File: config.mk
export PLATFORM = sky130hd
export DESIGN_NAME = pipe_ctrl
export DESIGN_NICKNAME = d
export VERILOG_FILES = /design/src/rtl/pipe_ctrl.sv
export SDC_FILE = /design/constraint.sdc
export NUM_CORES = 1
export LEC_CHECK = 0
export CAP_MARGIN = 20
export CORE_ASPECT_RATIO = 0.6
export CORE_MARGIN = 4
export CORE_UTILIZATION = 51
export CTS_CLUSTER_SIZE = 28
export DETAILED_ROUTE_END_ITERATION = 8
export GPL_ROUTABILITY_DRIVEN = 0
export PLACE_DENSITY = 0.86
export SYNTH_ARGS = -nofsm -noshare
export SYNTH_HDL_FRONTEND = slang
export SYNTH_SLANG_ARGS = --single-unit
File: constraint.sdc
create_clock -name clk -period 4.21 [get_ports clk]
set_input_delay 0.842 -clock clk [delete_from_list [all_inputs] [get_ports clk]]
set_output_delay 0.842 -clock clk [all_outputs]
set_load 0.03 [all_outputs]
File: src/rtl/pipe_ctrl.sv
// Pipeline sequencer: turns per-stage stall requests into the stall bus and runs the
// exception/ERET redirect sequence. It also provides a stall watchdog and a stall-cycle counter.
module pipe_ctrl #(
    parameter int          TIMEOUT       = 1024,
    parameter logic [31:0] EXC_VECTOR    = 32'h00000020,
    parameter int          REFILL_CYCLES = 2
) (
    input  logic        clk,
    input  logic        rst,
    input  logic        stallreq_if,
    input  logic        stallreq_id,
    input  logic        stallreq_ex,
    input  logic        stallreq_mem,
    input  logic        exc_i,
    input  logic        eret_i,
    input  logic [31:0] epc_i,
    output logic [5:0]  stall_o,
    output logic        flush_o,
    output logic [31:0] new_pc_o,
    output logic        busy_o,
    output logic        timeout_o,
    output logic [31:0] stall_cnt_o
);

    typedef enum logic [1:0] {
        IDLE   = 2'd0,
        FLUSH  = 2'd1,
        REFILL = 2'd2
    } state_t;

    localparam logic [3:0]  RC_INIT = (REFILL_CYCLES > 0) ? 4'(REFILL_CYCLES - 1) : 4'd0;
    localparam logic [15:0] WD_MAX  = 16'(TIMEOUT);

    state_t      r_state;
    state_t      w_next;
    logic [3:0]  r_refill_cnt;
    logic [15:0] r_wd_cnt;
    logic [31:0] r_new_pc;
    logic        r_timeout;
    logic [31:0] r_stall_cnt;
    logic        w_accept;
    logic        w_stalled;

    // A MEM-stage stall holds the exception/ERET in MEM, so it is not taken that cycle.
    assign w_accept  = (r_state == IDLE) && (exc_i || eret_i) && !stallreq_mem;
    assign w_stalled = (stall_o != 6'b000000);

    always_comb begin
        stall_o = 6'b000000;
        if (r_state != FLUSH) begin
            if (stallreq_mem)      stall_o = 6'b011111;
            else if (stallreq_ex)  stall_o = 6'b001111;
            else if (stallreq_id)  stall_o = 6'b000111;
            else if (stallreq_if)  stall_o = 6'b000011;
        end
    end

    always_comb begin
        w_next = r_state;
        case (r_state)
            IDLE:    if (w_accept) w_next = FLUSH;
            FLUSH:   w_next = (REFILL_CYCLES > 0) ? REFILL : IDLE;
            REFILL:  if (r_refill_cnt == 4'd0) w_next = IDLE;
            default: w_next = IDLE;
        endcase
    end

    always_ff @(posedge clk) begin
        if (rst) begin
            r_state      <= IDLE;
            r_new_pc     <= 32'h0;
            r_refill_cnt <= 4'd0;
            r_wd_cnt     <= 16'd0;
            r_timeout    <= 1'b0;
            r_stall_cnt  <= 32'h0;
        end else begin
            r_state <= w_next;
            if (w_accept)
                r_new_pc <= exc_i ? EXC_VECTOR : epc_i;
            if (r_state == FLUSH)
                r_refill_cnt <= RC_INIT;
            else if ((r_state == REFILL) && (r_refill_cnt != 4'd0))
                r_refill_cnt <= r_refill_cnt - 4'd1;
            if (w_stalled) begin
                if (r_wd_cnt != WD_MAX)
                    r_wd_cnt <= r_wd_cnt + 16'd1;
                if (r_wd_cnt >= WD_MAX - 16'd1)
                    r_timeout <= 1'b1;
                if (r_stall_cnt != 32'hFFFFFFFF)
                    r_stall_cnt <= r_stall_cnt + 32'd1;
            end else begin
                r_wd_cnt <= 16'd0;
            end
        end
    end

    assign flush_o     = (r_state == FLUSH);
    assign busy_o      = (r_state != IDLE);
    assign new_pc_o    = r_new_pc;
    assign timeout_o   = r_timeout;
    assign stall_cnt_o = r_stall_cnt;

endmodule

==> out/qor.txt, run 1 <==
Final worst path period share = 92.1%
Share of layout cells above drive strength 1 = 4.97%
#FFs+latches synth = 87
Die Area = 9120 sq um
Total negative slack = 0 ns
Syn. warnings = 0
Cell area after placement = 5030 sq um
Headroom to the max-slew limit = 36.4%
Area of the multi-input gates = 1990 sq um
Fmax achieved = 0.258 GHz
Worst R2R Path Depth = 5
Vias = 3835
Worst-path fanout max = 6
Post-route ant nets = 0
Synth top area cells = dfxtp_1 (45%), a21oi_1 (6.8%), nand3b_1 (6.2%), nand2_1 (4.5%), nor2_1 (4.2%)
Largest net degree at the start of global routing = 72
Initial core utilization = 53.0%
CTS Hold Bufs = 0
Io pins = 113
Pins Over Slew Limit = 0
Reg2reg setup slack = 1.50 ns
Leak Pwr = 0.00173 uW
Antenna violations before repair = 0
Post-layout nets = 602
Max Root-Sink Buffers = 2
Setup CP Type = primary input to output pin
First-pass GRT wire length = 16600 microns
CTS Buf Count = 9
Most frequent cells in the layout = clkdlybuf4s50_1 (110), dfxtp_1 (87), a21oi_1 (53)
GRT Overall Usage = 23.0%
Worst Path Required = 3.37 ns
Buffers on Ports = 111
Iteration-0 DRC Markers = 361
Clock transition at the registers of the reported paths = 0.06 ns
RSZ-0062 raised after global routing = false
Seq/Total Area, Yosys = 44.8%
Slew at the pin with the worst max-slew slack = 0.947 ns
Total gr overflow = 0
Design area = 5380 sq um
Asr flop ratio synth = 0%
Register Area = 1740 sq um
Die Width = 121 microns
Crit Reg-Reg Startpoint = stall_cnt_o[15]$_SDFFE_PP0P_
Clock sink count = 87
Cell Pwr Density = 363 nW/um^2
Max Cap Violations = 0
Via/cell ratio = 5.75
Cell taking the most area after synthesis = dfxtp_1
Critical Path Start = stallreq_mem
WL final = 10700 microns
Post-DP HPWL = 7420 microns
Final-report setup violation count = 0
Die Y = 75.6 microns
Arrival time at the worst endpoint = 3.03 ns
Net Count, Synth = 504
CTS root buf = clkbuf_16
Post-CTS Setup Repair Bufs = 0
Filler instances = 530
Max Clock Skew = 0.00206 ns
FF-to-FF End = stall_cnt_o[19]$_SDFFE_PP0P_
Share of the synthesized area in the top cell type = 44.8%
Commonest non-fill, non-tap cell in the layout = clkdlybuf4s50_1
Status = finished, final reports clean
# resized after CTS = 0
CTS tree = yes
Critical path endpoint = stall_o[0]
Htree depth = 3
Avg Inst Size Synth = 8.45 sq um
DRC violations left = 0
Kind of end point of the critical path = output pin
Worst skew pair latency = 0.34 ns
Initial DRT Pass Iterations = 5
Final Hold Viols = 0
Crit path time final = 3.88 ns
Area grow syn2layout = 38.6%
# rows = 24
Netlist Area Pre-Place = 3880 sq um
Startpoint Class = primary input
Min-delay worst type = flop to flop
N_diodes = 0
Vias in the first global route = 3388
Mapped Cells = 460
Core box area = 7330 sq um
Yosys cell types = 44
Synth Flop Type = dfxtp_1
Drt wl/cell = 16.1 microns
Post-synth EDFFs = 0
Maximum vdd ir drop = 0.290 mV
-- where the power goes --
group / switching, uW / internal (uW) / leakage, uW
registers: 18.3 / 845 / 0.000705
logic: 129 / 103 / 0.000869
clock network: 308 / 551 / 0.000160
total: 455 / 1500 / 0.00173
-- through the flow --
| stage | util (%) | setup slack, ns | total power (uW) | hold slack [ns] | std cells |
|---|---|---|---|---|---|
| CTS | 73.1 | 0.391 | 1960 | 0.452 | 666 |
| global route | 73.5 | 0.158 | 2020 | 0.462 | 667 |
| finish | 73.5 | 0.334 | 1950 | 0.448 | 667 |
| floorplan | - | 1.46 | 1000 | 0.468 | 460 |
| global placement | 68.6 | 0.562 | 1100 | 0.437 | 650 |
| detailed placement | 68.6 | 0.420 | 1110 | 0.444 | 650 |
-- flip-flops by register name, summed over array words and instances, names as in the netlist --
register and count:
new_pc_o 32, r_wd_cnt 16, r_refill_cnt 4, r_state 2, timeout_o 1, stall_cnt_o 32
-- critical path, stage by stage --
cell             delay, ns
clkdlybuf4s50_1       0.50
nor4_1                0.69
nor2_1                0.31
clkdlybuf4s50_1       0.69
-- worst min-delay path by stage --
stage | from | end | slack, ns | cells past startpoint
floorplan | r_refill_cnt[0]$_SDFFE_PP0P_ | r_refill_cnt[0]$_SDFFE_PP0P_ | 0.47 | 1
global placement | new_pc_o[8]$_SDFFE_PP0P_ | new_pc_o[8]$_SDFFE_PP0P_ | 0.44 | 2
detailed placement | new_pc_o[16]$_SDFFE_PP0P_ | new_pc_o[16]$_SDFFE_PP0P_ | 0.44 | 2
CTS | new_pc_o[26]$_SDFFE_PP0P_ | new_pc_o[26]$_SDFFE_PP0P_ | 0.45 | 2
global route | new_pc_o[26]$_SDFFE_PP0P_ | new_pc_o[26]$_SDFFE_PP0P_ | 0.46 | 2
finish | new_pc_o[16]$_SDFFE_PP0P_ | new_pc_o[16]$_SDFFE_PP0P_ | 0.45 | 2
-- cell families after synthesis --
family / Yosys count / synth area share [%]
and+or+nand+nor: 217 / 30.6
DFF: 87 / 44.8
AOI/OAI and AO/OA: 85 / 12.9
buffers and inverters: 39 / 4.12
xor gates and xnor gates: 25 / 5.64
adders and majority gates: 4 / 1.29
muxes: 2 / 0.515
other: 1 / 0.0965
-- routing by layer --
layer	share of wire (%)	track usage (%)	routed length [microns]	up-vias
li1	-	-	-	1830
met3	11	11.9	1220	22
met2	45	35.1	4780	174
met5	0	0	0	-
met4	1.5	6.66	164	0
met1	42	28.9	4540	1809
-- layout make-up --
| type | instances | area share, % |
|---|---|---|
| clock buffer | 13 | 4.83 |
| clock inverter | 3 | 1.21 |
| inverter | 11 | 0.767 |
| multi-input combinational | 334 | 36.9 |
| sequential | 87 | 32.4 |
| tap | 104 | 2.42 |
| timing repair buffer | 115 | 21.5 |
-- Yosys cell counts (2+ instances only) --
cell type / count
o21ai_0: 13
o31ai_1: 5
xor2_1: 10
nor4b_2: 2
nand2_1: 47
xnor2_1: 15
and4_1: 3
dfxtp_1: 87
a31oi_1: 2
nor3_1: 15
ha_1: 4
nor2_1: 43
nand4_1: 10
nand2b_1: 2
or4_1: 10
nand3b_1: 32
and2_1: 2
a211oi_1: 4
a21oi_1: 53
buf_4: 3
inv_1: 11
and3_1: 3
nor2b_1: 2
nand3_1: 18
clkbuf_1: 23
nor4_1: 6
buf_2: 2
or3_1: 16
mux2i_1: 2
(Power assumes the default switching activity.)
==> run 2: changes to the inputs <==
--- a/config.mk
+++ b/config.mk
@@ -12,6 +12,7 @@
 export CTS_CLUSTER_SIZE = 28
 export DETAILED_ROUTE_END_ITERATION = 8
 export GPL_ROUTABILITY_DRIVEN = 0
+export GPL_TIMING_DRIVEN = 0
 export PLACE_DENSITY = 0.86
 export SYNTH_ARGS = -nofsm -noshare
 export SYNTH_HDL_FRONTEND = slang
==> run 2 against run 1 <==
  * Clock power fell by 13%
  * Sequential power barely moved
  * Worst setup slack lost 0.026 ns
  * Worst hold slack improved by 0.0018 ns
  * Via count grew 1.6%
  * First-iteration DRC count fell by 21%
  * Critical path type unchanged
==> out/qor.txt, run 2 (synthesis results as in run 1) <==
Antenna violations before repair = 0 (unchanged)
Design area = 5390 sq um (+0.19%)
Hold slack = 0.450 ns (+0.00181 ns)
Max Root-Sink Buffers = 2 (unchanged)
CTS Hold Bufs = 0 (unchanged)
Min-delay worst type = flop to flop
Die Width = 121 microns (unchanged)
Drt wl/cell = 16.0 microns (-0.29%)
Total gr overflow = 0 (unchanged)
Clock transition at the registers of the reported paths = 0.06 ns (about the same)
Setup CP Type = primary input to output pin
N_diodes = 0 (unchanged)
Largest net degree at the start of global routing = 14 (-81%)
Headroom to the max-slew limit = 34.8% (-1.6 points)
# rows = 24 (unchanged)
Post-DP HPWL = 8130 microns (+9.7%)
Final-report setup violation count = 0 (unchanged)
Cell Pwr Density = 342 nW/um^2 (-5.9%)
Arrival time at the worst endpoint = 3.06 ns (+0.03 ns)
Share of layout cells above drive strength 1 = 4.78% (-0.20 points)
WL final = 11000 microns (+3.1%)
Pre-CTS setup slack = 0.304 ns (-0.116 ns)
Crit path top cell by count = clkdlybuf4s50_1
Worst-path fanout max = 6 (unchanged)
Buffers on Ports = 110 (-0.90%)
Leak Pwr = 0.00173 uW (-0.28%)
Fmax achieved = 0.256 GHz (-0.67%)
Area grow syn2layout = 38.8%
CTS Buf Count = 9 (unchanged)
Final setup margin = 0.307 ns (-0.0263 ns)
Iteration-0 DRC Markers = 285 (-21%)
Io pins = 113 (unchanged)
Startpoint Class = primary input
# resized after CTS = 0 (unchanged)
Htree depth = 3 (unchanged)
Final Hold Viols = 0 (unchanged)
Initial core utilization = 53.0% (unchanged)
Area of the multi-input gates = 1980 sq um (-0.25%)
Vias in the first global route = 3547 (+4.7%)
GRT Overall Usage = 24.4% (+1.3 points)
Reg2reg setup slack = 1.64 ns (+0.14 ns)
Die Y = 75.6 microns (unchanged)
Status = finished, final reports clean
Register Area = 1740 sq um (unchanged)
Max incr delay on CP = 0.61 ns (-0.08 ns)
Total negative slack = 0 ns (unchanged)
Slew at the pin with the worst max-slew slack = 0.971 ns (+0.0234 ns)
Cell Chain, Critical Path = clkdlybuf4s50_1 > nor4_1 > nor2_1 > buf_4 > clkdlybuf4s50_1
Critical Path Slowest Stage Cell = nor4_1
Initial DRT Pass Iterations = 5 (unchanged)
Cell area after placement = 5120 sq um (+1.7%)
Max Clock Skew = 0.00735 ns (+0.00529 ns)
CTS tree = yes
Crit path time final = 3.90 ns (+0.0263 ns)
Post-CTS Setup Repair Bufs = 0 (unchanged)
DRC violations left = 0 (unchanged)
Final worst path period share = 92.7% (+0.63 points)
Kind of end point of the critical path = output pin
Max Cap Violations = 0 (unchanged)
Vias = 3897 (+1.6%)
Filler instances = 556 (+4.9%)
Finished Core Util = 73.6% (+0.14 points)
Most frequent cells in the layout = clkdlybuf4s50_1 (110), dfxtp_1 (87), a21oi_1 (53)
Pins Over Slew Limit = 0 (unchanged)
Core box area = 7330 sq um (unchanged)
Worst skew pair latency = 0.34 ns (about the same)
Maximum vdd ir drop = 0.243 mV (-16%)
RSZ-0062 raised after global routing = false
First-pass GRT wire length = 17500 microns (+5.5%)
Die Area = 9120 sq um (unchanged)
Post-layout nets = 625 (+3.8%)
Worst Path Required = 3.37 ns (about the same)
Commonest non-fill, non-tap cell in the layout = clkdlybuf4s50_1
Clock sink count = 87 (unchanged)
Via/cell ratio = 5.65 (-1.8%)
CP delay by family, top = buffers and inverters
CTS root buf = clkbuf_16
Post-route ant nets = 0 (unchanged)
CP Buf/Inv Count = 3 (+1)
[run 2: changes by cell type in the layout (fill, tap and decap cells not counted), sizes merged]
cell,previous run,this run
clkbuf,13,35
clkinv,1,4
bufinv,2,0
[run 2: metal layers]
| metal | part of all wire [%] | wire length (microns) | global-route usage [%] |
|---|---|---|---|
| met5 | 0 | 0 | 0 |
| met4 | 1.1 | 116 | 7.04 |
| met3 | 9.5 | 1050 | 9.35 |
| met2 | 45 | 4940 | 37.8 |
| met1 | 45 | 4940 | 32.2 |
[run 2: path summary, 6_finish.rpt]
| path | from | endpoint | cells past startpoint |
|---|---|---|---|
| worst max-delay path | stallreq_mem | stall_o[1] | 5 |
| worst min-delay path | new_pc_o[8]$_SDFFE_PP0P_ | new_pc_o[8]$_SDFFE_PP0P_ | 2 |
| worst max register to register | stall_cnt_o[15]$_SDFFE_PP0P_ | stall_cnt_o[25]$_SDFFE_PP0P_ | 6 |
| worst min register to register | new_pc_o[8]$_SDFFE_PP0P_ | new_pc_o[8]$_SDFFE_PP0P_ | 2 |
[run 2: layout make-up]
class | count | share of cell area, %
Inverter | 11 | 0.766
Tap cell | 104 | 2.41
Multi-Input combinational cell | 334 | 36.8
Clock inverter | 4 | 0.371
Buffer | 28 | 2.20
Timing Repair Buffer | 110 | 20.4
Sequential cell | 87 | 32.3
Clock buffer | 12 | 4.76
[run 2: power breakdown]
part | leakage (uW) | switching (uW) | internal, uW
combinational | 0.000882 | 133 | 102
clock | 0.000142 | 316 | 428
sequential | 0.000705 | 18.6 | 845
total | 0.00173 | 468 | 1380
[run 2: stage by stage]
step / instances / total power (uW)
after global routing: 690 / 1910
after CTS: 690 / 1850
after global placement: 674 / 1110
final: 690 / 1840
after floorplan: 460 / 1000
after detailed placement: 674 / 1110
[run 2: tightest hold or removal path: cells and delay by family, from the launching register on]
kind               cells  cell delay (ns)
and+or+nand+nor        1             0.05
AOI/OAI and AO/OA      1             0.05
DFF                    1             0.31
